===== config.mk =====
export PLATFORM = sky130hd
export DESIGN_NAME = sd_cmd_serializer
export DESIGN_NICKNAME = d
export VERILOG_FILES = /design/src/rtl/sd_cmd_serializer.sv
export SDC_FILE = /design/constraint.sdc
export NUM_CORES = 1
export LEC_CHECK = 0
export BUFFER_PORTS_ARGS = -buffer_cell sky130_fd_sc_hd__buf_2
export CAP_MARGIN = 15
export CORE_MARGIN = 1
export CORE_UTILIZATION = 55
export DETAILED_ROUTE_END_ITERATION = 8
export GPL_TIMING_DRIVEN = 0
export MAX_ROUTING_LAYER = met4
export PLACE_DENSITY = 0.76
export SYNTH_ARGS = -nofsm -noshare
export SYNTH_HDL_FRONTEND = slang
export SYNTH_SLANG_ARGS = --single-unit

===== constraint.sdc =====
create_clock -name clk_i -period 2.05 [get_ports clk_i]
set_clock_uncertainty 0.05 [all_clocks]
set_input_delay 0.3075 -clock clk_i [delete_from_list [all_inputs] [get_ports clk_i]]
set_output_delay 0.3075 -clock clk_i [all_outputs]
set_load 0.005 [all_outputs]

===== src/rtl/sd_cmd_serializer.sv =====
// SD-bus CMD line serializer: start/transmit bits, index, argument, CRC7, end bit.
// Build option: SD_CMD_NCC_EN adds NCC_BITS idle '1' clocks after the end bit.
//
// Ports:
//   clk_i, rst_i          clock, synchronous active-high reset
//   sd_clk_fall_i         one-cycle SD-clock falling-edge strobe paces every bit
//   cmd_valid_i/ready_o   command request handshake (accept = valid && ready)
//   cmd_index_i/arg_i     command index and argument, sampled on accept
//   busy_o, done_o        frame in flight / one-cycle end-of-frame pulse
//   cmd_o, cmd_oe_o       registered CMD line data and output enable
//   crc_rst_o, crc_bit_o,
//   crc_valid_o,
//   crc_shift_o           drive an external CRC-7 generator
//   crc_bit_i             current MSB of that generator
module sd_cmd_serializer #(
  parameter int CRC_BITS = 7,
  parameter int NCC_BITS = 8
) (
  input  logic        clk_i,
  input  logic        rst_i,
  input  logic        sd_clk_fall_i,
  input  logic        cmd_valid_i,
  output logic        cmd_ready_o,
  input  logic [5:0]  cmd_index_i,
  input  logic [31:0] cmd_arg_i,
  output logic        busy_o,
  output logic        done_o,
  output logic        cmd_o,
  output logic        cmd_oe_o,
  output logic        crc_rst_o,
  output logic        crc_bit_o,
  output logic        crc_valid_o,
  output logic        crc_shift_o,
  input  logic        crc_bit_i
);

  // Counter must hold the longest countdown of the three phases.
  localparam int M1 = (CRC_BITS > 40) ? CRC_BITS : 40;
  localparam int M2 = (NCC_BITS > M1) ? NCC_BITS : M1;
  localparam int CW = $clog2(M2);

  typedef enum logic [2:0] {
    S_IDLE,
    S_DATA,
    S_CRC,
    S_END,
`ifdef SD_CMD_NCC_EN
    S_NCC,
`endif
    S_REL
  } state_t;

  state_t        r_state;
  state_t        w_state_n;
  logic [39:0]   r_sr;
  logic [39:0]   w_sr_n;
  logic [CW-1:0] r_cnt;
  logic [CW-1:0] w_cnt_n;
  logic          r_cmd;
  logic          w_cmd_n;
  logic          r_oe;
  logic          w_oe_n;
  logic          r_done;
  logic          w_done_n;
  logic          w_accept;
  logic          w_last;

  assign w_accept    = cmd_valid_i & (r_state == S_IDLE);
  assign w_last      = (r_cnt == '0);
  assign cmd_ready_o = (r_state == S_IDLE);
  assign busy_o      = (r_state != S_IDLE) | w_accept;
  assign done_o      = r_done;
  assign cmd_o       = r_cmd;
  assign cmd_oe_o    = r_oe;
  // CRC register clears on the edge that accepts a new frame.
  assign crc_rst_o   = rst_i | w_accept;

  always_ff @(posedge clk_i) begin
    if (rst_i) begin
      r_state <= S_IDLE;
      r_sr    <= '0;
      r_cnt   <= '0;
      r_cmd   <= 1'b1;
      r_oe    <= 1'b0;
      r_done  <= 1'b0;
    end else begin
      r_state <= w_state_n;
      r_sr    <= w_sr_n;
      r_cnt   <= w_cnt_n;
      r_cmd   <= w_cmd_n;
      r_oe    <= w_oe_n;
      r_done  <= w_done_n;
    end
  end

  always_comb begin
    w_state_n   = r_state;
    w_sr_n      = r_sr;
    w_cnt_n     = r_cnt;
    w_cmd_n     = r_cmd;
    w_oe_n      = r_oe;
    w_done_n    = 1'b0;
    crc_valid_o = 1'b0;
    crc_shift_o = 1'b0;
    crc_bit_o   = 1'b0;
    unique case (r_state)
      S_IDLE: begin
        // A strobe on the accept cycle is ignored.
        if (w_accept) begin
          w_sr_n    = {1'b0, 1'b1, cmd_index_i, cmd_arg_i};
          w_cnt_n   = CW'(39);
          w_state_n = S_DATA;
        end
      end
      S_DATA: begin
        if (sd_clk_fall_i) begin
          w_cmd_n     = r_sr[39];
          w_oe_n      = 1'b1;
          w_sr_n      = {r_sr[38:0], 1'b0};
          crc_valid_o = 1'b1;
          crc_bit_o   = r_sr[39];
          if (w_last) begin
            w_cnt_n   = CW'(CRC_BITS - 1);
            w_state_n = S_CRC;
          end else begin
            w_cnt_n = r_cnt - 1'b1;
          end
        end
      end
      S_CRC: begin
        // Generator presents its MSB and shifts zero-filled.
        if (sd_clk_fall_i) begin
          w_cmd_n     = crc_bit_i;
          crc_valid_o = 1'b1;
          crc_shift_o = 1'b1;
          if (w_last) begin
            w_state_n = S_END;
          end else begin
            w_cnt_n = r_cnt - 1'b1;
          end
        end
      end
      S_END: begin
        if (sd_clk_fall_i) begin
          w_cmd_n = 1'b1;
`ifdef SD_CMD_NCC_EN
          w_cnt_n   = CW'(NCC_BITS - 1);
          w_state_n = S_NCC;
`else
          w_state_n = S_REL;
`endif
        end
      end
`ifdef SD_CMD_NCC_EN
      S_NCC: begin
        if (sd_clk_fall_i) begin
          w_cmd_n = 1'b1;
          w_oe_n  = 1'b1;
          if (w_last) begin
            w_state_n = S_REL;
          end else begin
            w_cnt_n = r_cnt - 1'b1;
          end
        end
      end
`endif
      S_REL: begin
        if (sd_clk_fall_i) begin
          w_cmd_n   = 1'b1;
          w_oe_n    = 1'b0;
          w_cnt_n   = '0;
          w_done_n  = 1'b1;
          w_state_n = S_IDLE;
        end
      end
      default: begin
        w_state_n = S_IDLE;
      end
    endcase
  end

endmodule

==> metrics.md <==
| Metric | Value |
|---|---|
| Status | `finished, final reports clean` |
| Critical path's top delay family | `simple AND/OR/NAND/NOR gates` |
| Post-Syn Area per Cell | `9.88 um2` |
| FMAX | `a little over 500 MHz` |
| DRC Markers | `0` |
| Synth top area share | `0.384` |
| Routability Congestion | `0.917` |
| Mapped Area | `2710 um2` |
| Syn. warnings | `0` |
| Crit share post-route | `0.968` |
| Maximum vdd ir drop | `0.000417 V` |
| Buf/Inv on CP | `2` |
| Final Hold Vio Count | `0` |
| I/O Buffers | `50` |
| CP peak stage delay | `0.52 ns` |
| DP Wirelength | `3.93 mm` |
| Met3 wire len | `208 um` |
| Critical path, cell by cell | `inv_1, ha_2, or4b_4, o21ai_4, and3_1, buf_6, a211oi_2` |
| Unique masters post-synth | `between 40 and 50` |
| Cell Area, Placed | `3040 um2` |
| Pre-CTS worst setup slack | `0.0191 ns` |
| Min Tclk post-route | `1.99 ns` |
| Crit path max fanout | `6` |
| Share of layout cells above drive strength 1 | `0.367` |
| Placeable Area | `4720 um2` |
| Final nets | `375` |
| Maximum clock insertion buffer count | `2` |
| Top-Level Pins | `52` |
| Final instance area | `around 3200 um2` |
| EDFF count, synth | `0` |
| Grt total ovfl | `0` |
| Fillcell total | `414` |
| Vias per cell | `around 5.5` |
| Post-layout power | `between 2 and 3 mW` |
| # setup viols final | `0` |
| Fin worst setup slack | `0.0647 ns` |
| Initial antenna violation count | `0` |
| Wire length per cell | `13.8 um` |
| Async set or reset register ratio after synthesis | `0` |
| Slew headroom | `0.535` |
| Seq/Total Area, Yosys | `0.384` |
| Pre-antenna DRT Iters | `4` |
| Row cnt | `25` |
| # diodes | `0` |
| First-pass GRT wire length | `around 9 mm` |
| H-Tree Depth | `2` |
| Top cells by area, synth | `dfxtp_1, a211oi_2, mux2i_1, nor2_1, a211oi_1` |
| Placed Instances | `391` |
| Mapped Cells | `274` |
| Syn_nets | `318` |
| Final Util | `0.674` |
| P&R area growth vs syn | `17.6%` |
| Slowest cell on crit path | `or4b_4` |
| HP Class | `input pin to flip-flop` |
| Wl on met1 | `about 2.6 mm` |
| Largest net degree at the start of global routing | `18` |
| Die W | `between 70 and 80 um` |
| Slew @ Worst Pin | `roughly 0.7 ns` |
| Top_reg_cell synth | `dfxtp_1` |
| Clk Latency, worst-skew pair | `roughly 0.31 ns` |
| Final Hold Slack | `~0.22 ns` |
| Crit end category | `flip-flop` |
| Worst Path Arrival | `2.10 ns` |
| # clock sinks | `52` |
| CTS root buf | `clkbuf_8` |
| Max_cap viols | `0` |
| Most common cell after layout, fill and taps aside | `buf_2` |
| Die area | `5210 um2` |
| Synthesized flop and latch total | `52` |
| Final TNS setup | `0 ns` |
| Max Used Layer | `met4` |
| Leading area contributor after synthesis | `dfxtp_1` |
| CP Launch Type | `flip-flop` |
| DR iter-0 viols | `128` |
| Clk pin slew, worst setup/hold paths | `0.09 ns` |
| Antenna Nets Post-Route | `0` |
| Slew Viols, Final | `0` |
| GRT Total Usage | `0.225` |
| Vias in the first global route | `2093` |
| Die Ht | `72.2 um` |
| CTS Buf Count | `5` |
| Register Area | `around 1000 um2` |
| CTS tree | `built` |
| Commonest non-fill, non-tap cells in the layout | `buf_2, dfxtp_1, nor2_1` |
| Initial Util | `0.573` |
| Layout Cells excl Fill | `399` |
| Final WL | `between 5 and 6 mm` |
| Worst path required time | `2.16 ns` |
| Pwr Density | `915 nW/um2` |
| Static Leak | `1.27 nW` |
| Via Count | `~2200` |
| Area of the multi-input gates | `1500 um2` |
| Hold Buf Count CTS | `0` |
| Met2 WL | `2.60 mm` |
| Crit Path Category | `flip-flop to flip-flop` |
## what timing repair did
action,in CTS,in global routing
gates resized for setup,0,5
setup buffers,0,0
endpoints found under the setup margin,0,6
## cell usage after synthesis, types with 2 or more instances
library cell  count
dfxtp_1          52
nor2_1           45
mux2i_1          38
a211oi_2         33
a211oi_1          9
nand2_1           9
inv_1             8
buf_4             7
a21oi_1           6
clkbuf_1          6
o21ai_0           6
buf_2             5
buf_6             5
a32oi_1           4
nand2b_1          4
a22oi_1           3
nand3_1           3
and2_1            2
nor2b_1           2
o32ai_1           2
or2_2             2
or3_1             2
## kinds of logic after synthesis
family,Yosys count,synth area share
mux,38,0.140
flops,52,0.384
compound gates,69,0.248
fa+ha+maj,1,0.00462
simple gates,81,0.149
xor+xnor,1,0.00324
buf+inv,32,0.0702
## path summary, 6_finish.rpt
check | from | end | slack, ns | depth (start not counted)
max | r_cnt[1] | r_cnt[2] | 0.06 | 7
min | cmd_arg_i[0] | r_sr[0] | 0.22 | 3
max reg2reg | r_cnt[1] | r_cnt[2] | 0.06 | 7
min reg2reg | cmd_o | cmd_o | 0.44 | 2
## layer usage
layer  up-vias  global-route usage
met5         -                   -
met4         0              0.0675
met3        11              0.0389
met2        47               0.366
met1      1028               0.287
li1       1108                   -
## sequential cells by signal, summed over array words and instances (netlist names)
name / count
cmd_o: 1
cmd_oe_o: 1
done_o: 1
r_cnt: 6
r_sr: 40
r_state: 3
## final cells by class
cell class	count	area share
Buffer	24	0.0503
Clock buffer	5	0.0216
Clock inverter	3	0.0145
Inverter	8	0.00943
Multi-Input combinational cell	190	0.472
Sequential cell	52	0.327
Tap cell	67	0.0263
Timing Repair Buffer	50	0.0786
## tightest hold or removal path, cell delays in order
cell,delay (ns)
buf_2,0.09
a22oi_1,0.07
nor2_1,0.08
## power breakdown
group / internal, mW / switching (mW) / leakage (nW)
combinational: 0.434 / 0.498 / 0.783
clock: 0.368 / 0.359 / 0.0548
sequential: 1.16 / 0.0897 / 0.430
Power figures use the tool's default switching activity.
